**config.mk**
```make
export PLATFORM = sky130hd
export DESIGN_NAME = sa_skew_feeder_flat
export DESIGN_NICKNAME = d
export VERILOG_FILES = /design/src/rtl/sa_skew_feeder_if.sv /design/src/rtl/sa_skew_feeder.sv /design/src/flat_wrapper.sv
export SDC_FILE = /design/constraint.sdc
export NUM_CORES = 2
export LEC_CHECK = 0
export ABC_AREA = 0
export CAP_MARGIN = 30
export CORE_ASPECT_RATIO = 1.75
export CORE_MARGIN = 5
export CORE_UTILIZATION = 37
export CTS_BUF_LIST = sky130_fd_sc_hd__clkbuf_4 sky130_fd_sc_hd__clkbuf_8 sky130_fd_sc_hd__clkbuf_16
export DETAILED_ROUTE_END_ITERATION = 8
export PLACE_DENSITY_LB_ADDON = 0.08
export SLEW_MARGIN = 10
export SYNTH_ARGS = -nofsm -noshare
export SYNTH_HDL_FRONTEND = slang
export SYNTH_SLANG_ARGS = --single-unit
```
**constraint.sdc**
```tcl
create_clock -name clk -period 15.2 [get_ports clk]
set_input_delay 3.8 -clock clk [delete_from_list [all_inputs] [get_ports clk]]
set_output_delay 3.8 -clock clk [all_outputs]
set_load 0.05 [all_outputs]
```
**src/rtl/sa_skew_feeder_if.sv**
```systemverilog
// rtl/sa_skew_feeder_if.sv - operand write, launch and PE-edge output bundle for sa_skew_feeder
interface sa_skew_feeder_if #(
  parameter int DATA_WIDTH = 16,
  parameter int N          = 4,
  parameter int K_MAX      = 16
);
  localparam int LW = $clog2(N);
  localparam int AW = $clog2(K_MAX);

  logic                      wr_en;
  logic                      wr_sel;
  logic [LW-1:0]             wr_lane;
  logic [AW-1:0]             wr_addr;
  logic [DATA_WIDTH-1:0]     wr_data;
  logic [AW:0]               k_len;
  logic                      start;
  logic [N*DATA_WIDTH-1:0]   fd_out;
  logic [N*2*DATA_WIDTH-1:0] rd_out;
  logic                      result_ld;
  logic                      busy;
  logic                      done;

  modport master (
    output wr_en, wr_sel, wr_lane, wr_addr, wr_data, k_len, start,
    input  fd_out, rd_out, result_ld, busy, done
  );

  modport slave (
    input  wr_en, wr_sel, wr_lane, wr_addr, wr_data, k_len, start,
    output fd_out, rd_out, result_ld, busy, done
  );
endinterface

```
**src/rtl/sa_skew_feeder.sv**
```systemverilog
// rtl/sa_skew_feeder.sv - skewed A/B operand feeder for the NxN systolic array
// Optional macro SA_FEEDER_SIGNED_EN: sign-extend B operands onto the RD lanes.
module sa_skew_feeder #(
  parameter int DATA_WIDTH = 16,
  parameter int N          = 4,
  parameter int K_MAX      = 16
) (
  input logic             clk,
  input logic             rst,
  sa_skew_feeder_if.slave bus
);
  localparam int AW  = $clog2(K_MAX);
  localparam int TW  = $clog2(K_MAX + 2*N);
  localparam int DW2 = 2*DATA_WIDTH;
  localparam logic [TW-1:0] DRAIN_LAST = TW'(2*N - 1);

  typedef enum logic [2:0] {
    S_IDLE  = 3'd0,
    S_FEED  = 3'd1,
    S_LOAD  = 3'd2,
    S_DRAIN = 3'd3,
    S_DONE  = 3'd4
  } state_t;

  state_t state, state_n;
  logic [TW-1:0] t, t_n;
  logic [AW:0]   kl, kl_n;
  logic [TW-1:0] feed_last;
  logic [TW-1:0] d;

  logic [DATA_WIDTH-1:0] a_buf [N][K_MAX];
  logic [DATA_WIDTH-1:0] b_buf [N][K_MAX];

  logic [N*DATA_WIDTH-1:0] fd_n;
  logic [N*DW2-1:0]        rd_n;
  logic                    result_ld_n, busy_n, done_n;
  logic                    k_ok, start_ok, wr_ok;

  function automatic logic [DW2-1:0] ext(input logic [DATA_WIDTH-1:0] v);
`ifdef SA_FEEDER_SIGNED_EN
    return {{DATA_WIDTH{v[DATA_WIDTH-1]}}, v};
`else
    return {{DATA_WIDTH{1'b0}}, v};
`endif
  endfunction

  // The done cycle already sits in IDLE, so it is excluded explicitly to refuse a coincident restart.
  assign k_ok      = (bus.k_len != '0) && (bus.k_len <= (AW+1)'(K_MAX));
  assign start_ok  = bus.start && k_ok && (state == S_IDLE) && !bus.done;
  assign wr_ok     = bus.wr_en && (state == S_IDLE) && !start_ok;
  assign feed_last = TW'(kl) + TW'(2*N - 3);

  always_ff @(posedge clk) begin
    if (wr_ok) begin
      if (bus.wr_sel) b_buf[bus.wr_lane][bus.wr_addr] <= bus.wr_data;
      else            a_buf[bus.wr_lane][bus.wr_addr] <= bus.wr_data;
    end
  end

  always_comb begin
    state_n     = state;
    t_n         = t;
    kl_n        = kl;
    d           = '0;
    fd_n        = '0;
    rd_n        = '0;
    result_ld_n = 1'b0;
    busy_n      = 1'b0;
    done_n      = 1'b0;
    case (state)
      S_IDLE: begin
        if (start_ok) begin
          state_n = S_FEED;
          t_n     = '0;
          kl_n    = bus.k_len;
        end
      end
      S_FEED: begin
        busy_n = 1'b1;
        for (int i = 0; i < N; i++) begin
          // t < lane wraps d far above K_MAX, so one compare covers both ends of the window.
          d = t - TW'(i);
          if (d < TW'(kl)) begin
            fd_n[i*DATA_WIDTH +: DATA_WIDTH] = a_buf[i][AW'(d)];
            rd_n[i*DW2 +: DW2]               = ext(b_buf[i][AW'(d)]);
          end
        end
        if (t == feed_last) begin
          state_n = S_LOAD;
          t_n     = '0;
        end else begin
          t_n = t + TW'(1);
        end
      end
      S_LOAD: begin
        busy_n      = 1'b1;
        result_ld_n = 1'b1;
        state_n     = S_DRAIN;
        t_n         = '0;
      end
      S_DRAIN: begin
        busy_n = 1'b1;
        if (t == DRAIN_LAST) begin
          state_n = S_DONE;
          t_n     = '0;
        end else begin
          t_n = t + TW'(1);
        end
      end
      S_DONE: begin
        done_n  = 1'b1;
        state_n = S_IDLE;
        t_n     = '0;
      end
      default: begin
        state_n = S_IDLE;
        t_n     = '0;
      end
    endcase
  end

  // Outputs trail the state by one register stage, which gives the E1 first-data latency.
  always_ff @(posedge clk or posedge rst) begin
    if (rst) begin
      state         <= S_IDLE;
      t             <= '0;
      kl            <= '0;
      bus.fd_out    <= '0;
      bus.rd_out    <= '0;
      bus.result_ld <= 1'b0;
      bus.busy      <= 1'b0;
      bus.done      <= 1'b0;
    end else begin
      state         <= state_n;
      t             <= t_n;
      kl            <= kl_n;
      bus.fd_out    <= fd_n;
      bus.rd_out    <= rd_n;
      bus.result_ld <= result_ld_n;
      bus.busy      <= busy_n;
      bus.done      <= done_n;
    end
  end
endmodule
```
**src/flat_wrapper.sv**
```systemverilog
// flat-port wrapper written by rule: the top's interface ports become plain ports
module sa_skew_feeder_flat 
#(
  parameter int DATA_WIDTH = 16,
  parameter int N          = 4,
  parameter int K_MAX      = 16
)
  (clk, rst, bus_wr_en, bus_wr_sel, bus_wr_lane, bus_wr_addr, bus_wr_data, bus_k_len, bus_start, bus_fd_out, bus_rd_out, bus_result_ld, bus_busy, bus_done);
  sa_skew_feeder_if #(.DATA_WIDTH(DATA_WIDTH), .N(N), .K_MAX(K_MAX)) bus_i ();
  input logic clk;
  input logic rst;
  input wire logic [$bits(bus_i.wr_en)-1:0] bus_wr_en;
  input wire logic [$bits(bus_i.wr_sel)-1:0] bus_wr_sel;
  input wire logic [$bits(bus_i.wr_lane)-1:0] bus_wr_lane;
  input wire logic [$bits(bus_i.wr_addr)-1:0] bus_wr_addr;
  input wire logic [$bits(bus_i.wr_data)-1:0] bus_wr_data;
  input wire logic [$bits(bus_i.k_len)-1:0] bus_k_len;
  input wire logic [$bits(bus_i.start)-1:0] bus_start;
  output wire logic [$bits(bus_i.fd_out)-1:0] bus_fd_out;
  output wire logic [$bits(bus_i.rd_out)-1:0] bus_rd_out;
  output wire logic [$bits(bus_i.result_ld)-1:0] bus_result_ld;
  output wire logic [$bits(bus_i.busy)-1:0] bus_busy;
  output wire logic [$bits(bus_i.done)-1:0] bus_done;
  assign bus_i.wr_en = bus_wr_en;
  assign bus_i.wr_sel = bus_wr_sel;
  assign bus_i.wr_lane = bus_wr_lane;
  assign bus_i.wr_addr = bus_wr_addr;
  assign bus_i.wr_data = bus_wr_data;
  assign bus_i.k_len = bus_k_len;
  assign bus_i.start = bus_start;
  assign bus_fd_out = bus_i.fd_out;
  assign bus_rd_out = bus_i.rd_out;
  assign bus_result_ld = bus_i.result_ld;
  assign bus_busy = bus_i.busy;
  assign bus_done = bus_i.done;
  sa_skew_feeder #(.DATA_WIDTH(DATA_WIDTH), .N(N), .K_MAX(K_MAX)) u_core (.clk(clk), .rst(rst), .bus(bus_i));
endmodule
```
Word-level counts from Yosys, hierarchy flattened
Memories as Yosys holds them, arrays and structs flattened.
Cells that the tools add are included.

word-level totals
  bits in registers = 208
  RAM bits = 2048
  output and inout port bits = 195
  logic and storage cells = 107
  memories kept = 2

memories
  memory        words  width  rd ports  clocked after memory_dff  write ports  line                  text
  u_core.a_buf  4      256    4         0                         1            sa_skew_feeder.sv:31  logic [DATA_WIDTH-1:0] a_buf [N][K_MAX];
  u_core.b_buf  4      256    4         0                         1            sa_skew_feeder.sv:32  logic [DATA_WIDTH-1:0] b_buf [N][K_MAX];

cells by class
  add/subtract/negate cells = 5
  order comparisons = 11
  equality and inequality tests = 9
  muxes and demuxes = 53
  bitwise logic cells = 5
  reductions and logical operators = 14

operator list
  cell                   count
  $bmux W16 S4           8
  $mux W256              2
  $mux W16               25
  $mux W128              1
  $demux W16 S4          1
  $mux W64               1
  $ge A5 B5 Y1 const B   5
  $not A4 Y5             5
  $lt A5 B5 Y1           4
  $mux W5                3
  $pmux W5 S3            1
  $pmux W3 S4            1
  $sub A5 B2 Y5 const B  2
  $mux W3                3
  $logic_and A1 B1 Y1    7
  $mux W1                7
  $eq A3 B2 Y1 const B   2
  $ne A2 B1 Y1 const B   3
  $add A5 B1 Y5 const B  1
  $add A5 B3 Y5 const B  1
  $eq A5 B3 Y1 const B   1
  $eq A5 B5 Y1           1
  $le A5 B5 Y1 const B   1
  $lt A5 B1 Y1 const B   1
  other kinds (9)        10

Logic depth before layout (Yosys ltp)
  word-level depth = 9
  depth in mapped cells = 17
  gate-level depth less buffers = 9

Least setup slack after synthesis
No wires, ideal clock.

  path kind = input to register
  from = input bus_k_len[1]
  to = memory u_core.a_buf[0][240] (netlist name) (enable)
  arrival time = 5.909 ns
  slack = 8.902 ns
  cell stages on the path = 7
  path buffers = 2
  cells stage by stage = nor4_1 mux2i_1 nand2_1 or3_1 clkbuf_1 clkbuf_1 nor2_1

on the way
  longest elaborated chain between the ends = 9

RTL lines
  what                                                line                  text
  start, declared                                     flat_wrapper.sv:17    input wire logic [$bits(bus_i.k_len)-1:0] bus_k_len;
  $le A5 B5 Y1 or $reduce_bool A5 Y1 (tied branches)  sa_skew_feeder.sv:48  assign k_ok = (bus.k_len != '0) && (bus.k_len <= (AW+1)'(K_MAX));
  $logic_and A1 B1 Y1 *                               sa_skew_feeder.sv:48
  $logic_and A1 B1 Y1 * (3 in a row)                  sa_skew_feeder.sv:49  assign start_ok = bus.start && k_ok && (state == S_IDLE) && !bus.done;
  $logic_not A1 Y1 *                                  sa_skew_feeder.sv:50  assign wr_ok = bus.wr_en && (state == S_IDLE) && !start_ok;
  $logic_and A1 B1 Y1 *                               sa_skew_feeder.sv:50
  $mux W1 *                                           sa_skew_feeder.sv:54  if (wr_ok) begin
  $mux W256 (not written as such) *                   sa_skew_feeder.sv:56  else a_buf[bus.wr_lane][bus.wr_addr] <= bus.wr_data;
  end, declared                                       sa_skew_feeder.sv:31

Mark *: on every way between the ends. The rest lies on a longest branch, timed or not.

Worst setup path in the final report
  from = input bus_k_len[1]
  to = memory u_core.a_buf[2][119] (netlist name) (enable)

Same word-level chain as after synthesis.

==> impl_metrics.tcl <==
set metrics [dict create \
    cp.required_ns 15.64 \
    num_rows 231 \
    antenna_left 0 \
    report.final.slew_viol_count 0 \
    gp_congestion 0.769 \
    crit_chain "clkdlybuf4s50_1 -> nor4_1 -> mux2i_1 -> buf_4 -> nand2_1 -> or3_2 -> buf_4 -> nor2_2" \
    p_leak_nw 30.5 \
    tightest_slew_ns 1.09 \
    finalHoldViolations 0 \
    cp.arrival_ns 7.09 \
    hold_buffers 0 \
    cts_resized 0 \
    worst_slack_ns 8.56 \
    timing.final.crit_share 0.437 \
    yosysWarnings 0 \
    synth_cell_types 47 \
    layout_commonest_cell "edfxtp_1" \
    fin_crit_ns 6.64 \
    start_util 0.370 \
    cp-end-kind "flop" \
    synth_edf_count 2048 \
    port_buffers 162 \
    grt_pass1_vias 40000 \
    syn_area_mm2 0.0836 \
    worstSetupPathType "input pin to flop" \
    fp.dieH_um 639 \
    antenna_found_initial 19 \
    ys_seq_area_frac 0.779 \
    synth-xor-area-share 0.00136 \
    max-vdd-ir-drop_v 0.000149 \
    pin_count 227 \
    finalClockSkew_ns 0.0456 \
    drcViolationCount 0 \
    fill_cells 19300 \
    fin_setup_tns_ns 0 \
    h-tree-depth 4 \
    synth_top_family_by_area "multiplexers" \
    maxCapViolations 0 \
    synthFlopType "edfxtp_1" \
    vias_per_cell 5.24 \
    final_cell_mix "2048 x edfxtp_1, 608 x mux4_2, 215 x clkbuf_16" \
    clk_latency_ns 0.86 \
    post-dp-hpwl_um 150000 \
    final-setup-viol-count 0 \
    power_mw 18.2 \
    status "complete, no violations" \
    grt_max_degree 130 \
    cts_tree "yes" \
    slowest_delay_ns 0.77 \
    syn_area_per_cell_um2 23.2 \
    via_count 37500 \
    synthTopCellsByArea "edfxtp_1 74%, mux4_2 16%, dfrtp_1 4.3%" \
    synth.ff_latch_count 2192 \
    wl_per_cell_um 33.0 \
    fin_nets 4000 \
    cts_buffer_depth 4 \
    cpMaxStageDelayCell "nor2_2" \
    worstPathMaxFanout 17 \
    fmax_mhz 151 \
    yosysTopAreaCellShare 0.735 \
    design.core.area_mm2 0.226 \
    synth_fa_ha_area_frac 0.00374 \
    critPathLaunchType "input pin" \
    synth-async-reset-ratio 0.0657 \
    syn2layout_area_growth_pct 16.4 \
    drtIter0Drc 2902 \
    post-cts-setup-buffer-count 0 \
    die-width_um 369 \
    p_per_area_mw_per_mm2 187 \
    pre_cts_slack_ns 7.60 \
    syn-instance-count 3602 \
    synth_compound_area_frac 0.00860 \
    grt_pass1_wl_um 327000 \
    cts-root-buf "clkbuf_16" \
    crit_top_cell "buf_4" \
    clk_pin_slew_worst_paths_ns 0.06 \
    slew_headroom 0.275 \
    hp-class "flop to flop" \
    routed_wl_um 236000 \
    cts_buffers 211 \
    die-area_mm2 0.236 \
    drive_above_1_share 0.312 \
    drt-pass1-iter-count 7 \
    clock-sinks 2192 \
    synth-simple-area-share 0.0219 \
    rsz0062_at_grt "no" \
    synth_mux_area_frac 0.168 \
    yosys.area.top_type "edfxtp_1" \
    grt_overflow 0 \
    grt_use_total 0.199 \
]
==> stage by stage <==
stage / instance area, µm² / hold slack (ns) / std cells / util
final: 97300 / 0.685 / 7154 / 0.431
after global routing: 97300 / 0.700 / 7146 / 0.431
after CTS: 96700 / 0.689 / 7101 / 0.428
after detailed placement: 89600 / 0.672 / 6718 / 0.397
after global placement: 88900 / 0.674 / 6672 / 0.394
after floorplan: 83900 / 0.524 / 3665 / -
==> Yosys cell counts, drive strengths merged, types with 5 or more instances <==
master      n
a2111oi    32
ha         25
nand2      46
mux2        5
edfxtp   2048
a211oi     32
and2       34
mux4      608
xnor2       6
dfrtp     144
clkbuf    119
or3         5
o21ai       5
o21a        9
inv        16
xor2        7
mux2i      33
buf       144
nor3b      65
nor2b      37
nor2      143
==> worst paths after layout <==
check	start	endpoint	slack [ns]	cells after the start
min	u_core.t[2]$_DFFE_PP0P_	u_core.t[2]$_DFFE_PP0P_	0.68	1
max reg2reg	u_core.t[0]$_DFFE_PP0P_	u_core.bus.fd_out[62]$_DFF_PP0_	10.04	12
min reg2reg	u_core.t[2]$_DFFE_PP0P_	u_core.t[2]$_DFFE_PP0P_	0.68	1
min in group asynchronous	rst	u_core.bus.fd_out[42]$_DFF_PP0_	3.38	2
max in group asynchronous	rst	u_core.bus.rd_out[109]$_DFF_PP0_	10.12	4
max	bus_k_len[1]	u_core.a_buf[2][119]$_DFFE_PP_	8.56	8
==> area by class of cell <==
class                   instances  area [µm²]  area share
clock buffers                 268        5880      0.0605
well taps                    3029        3790      0.0389
diodes                         12        30.0    0.000309
repair buffers                328        3580      0.0368
multi-input cells            1194       17700       0.181
inverters                      16        67.6    0.000694
flip-flops and latches       2192       65100       0.669
clock inverters               115        1200      0.0123
==> flip-flops by register name (all words and copies together), names as in the netlist <==
signal and flops:
u_core.bus.rd_out 64, u_core.t 5, u_core.bus.busy 1, u_core.bus.done 1, u_core.kl 5, u_core.bus.result_ld 1, u_core.a_buf 1024, u_core.bus.fd_out 64
u_core.state 3, u_core.b_buf 1024
==> logic make-up (layout without fill, tap and decap cells) <==
| group | after synthesis | count (layout) |
|---|---|---|
| flops | 2192 | 2192 |
| mux | 646 | 646 |
| simple gates | 353 | 353 |
| buf+inv | 279 | 727 |
| compound gates | 93 | 93 |
| fa+ha+maj | 25 | 25 |
| xor+xnor | 13 | 13 |
| other cells | 1 | 76 |
==> worst max-delay path, delay by kind of cell <==
kind | cells | cell delay (ns)
multiplexers | 1 | 0.26
buffers and inverters | 3 | 1.04
AND/OR/NAND/NOR | 4 | 1.92
==> power by group <==
group	switching [mW]	internal [mW]
clock	2.29	3.13
combinational	3.46	2.46
sequential	0.123	6.71
total	5.87	12.3
==> metal layers <==
layer,share of wire,global-route usage,up-vias
li1,-,-,15700
met1,0.37,0.233,20600
met2,0.56,0.378,934
met3,0.041,0.0258,300
met4,0.031,0.0563,6
met5,0.00014,0,-
(Power assumes the default switching activity.)
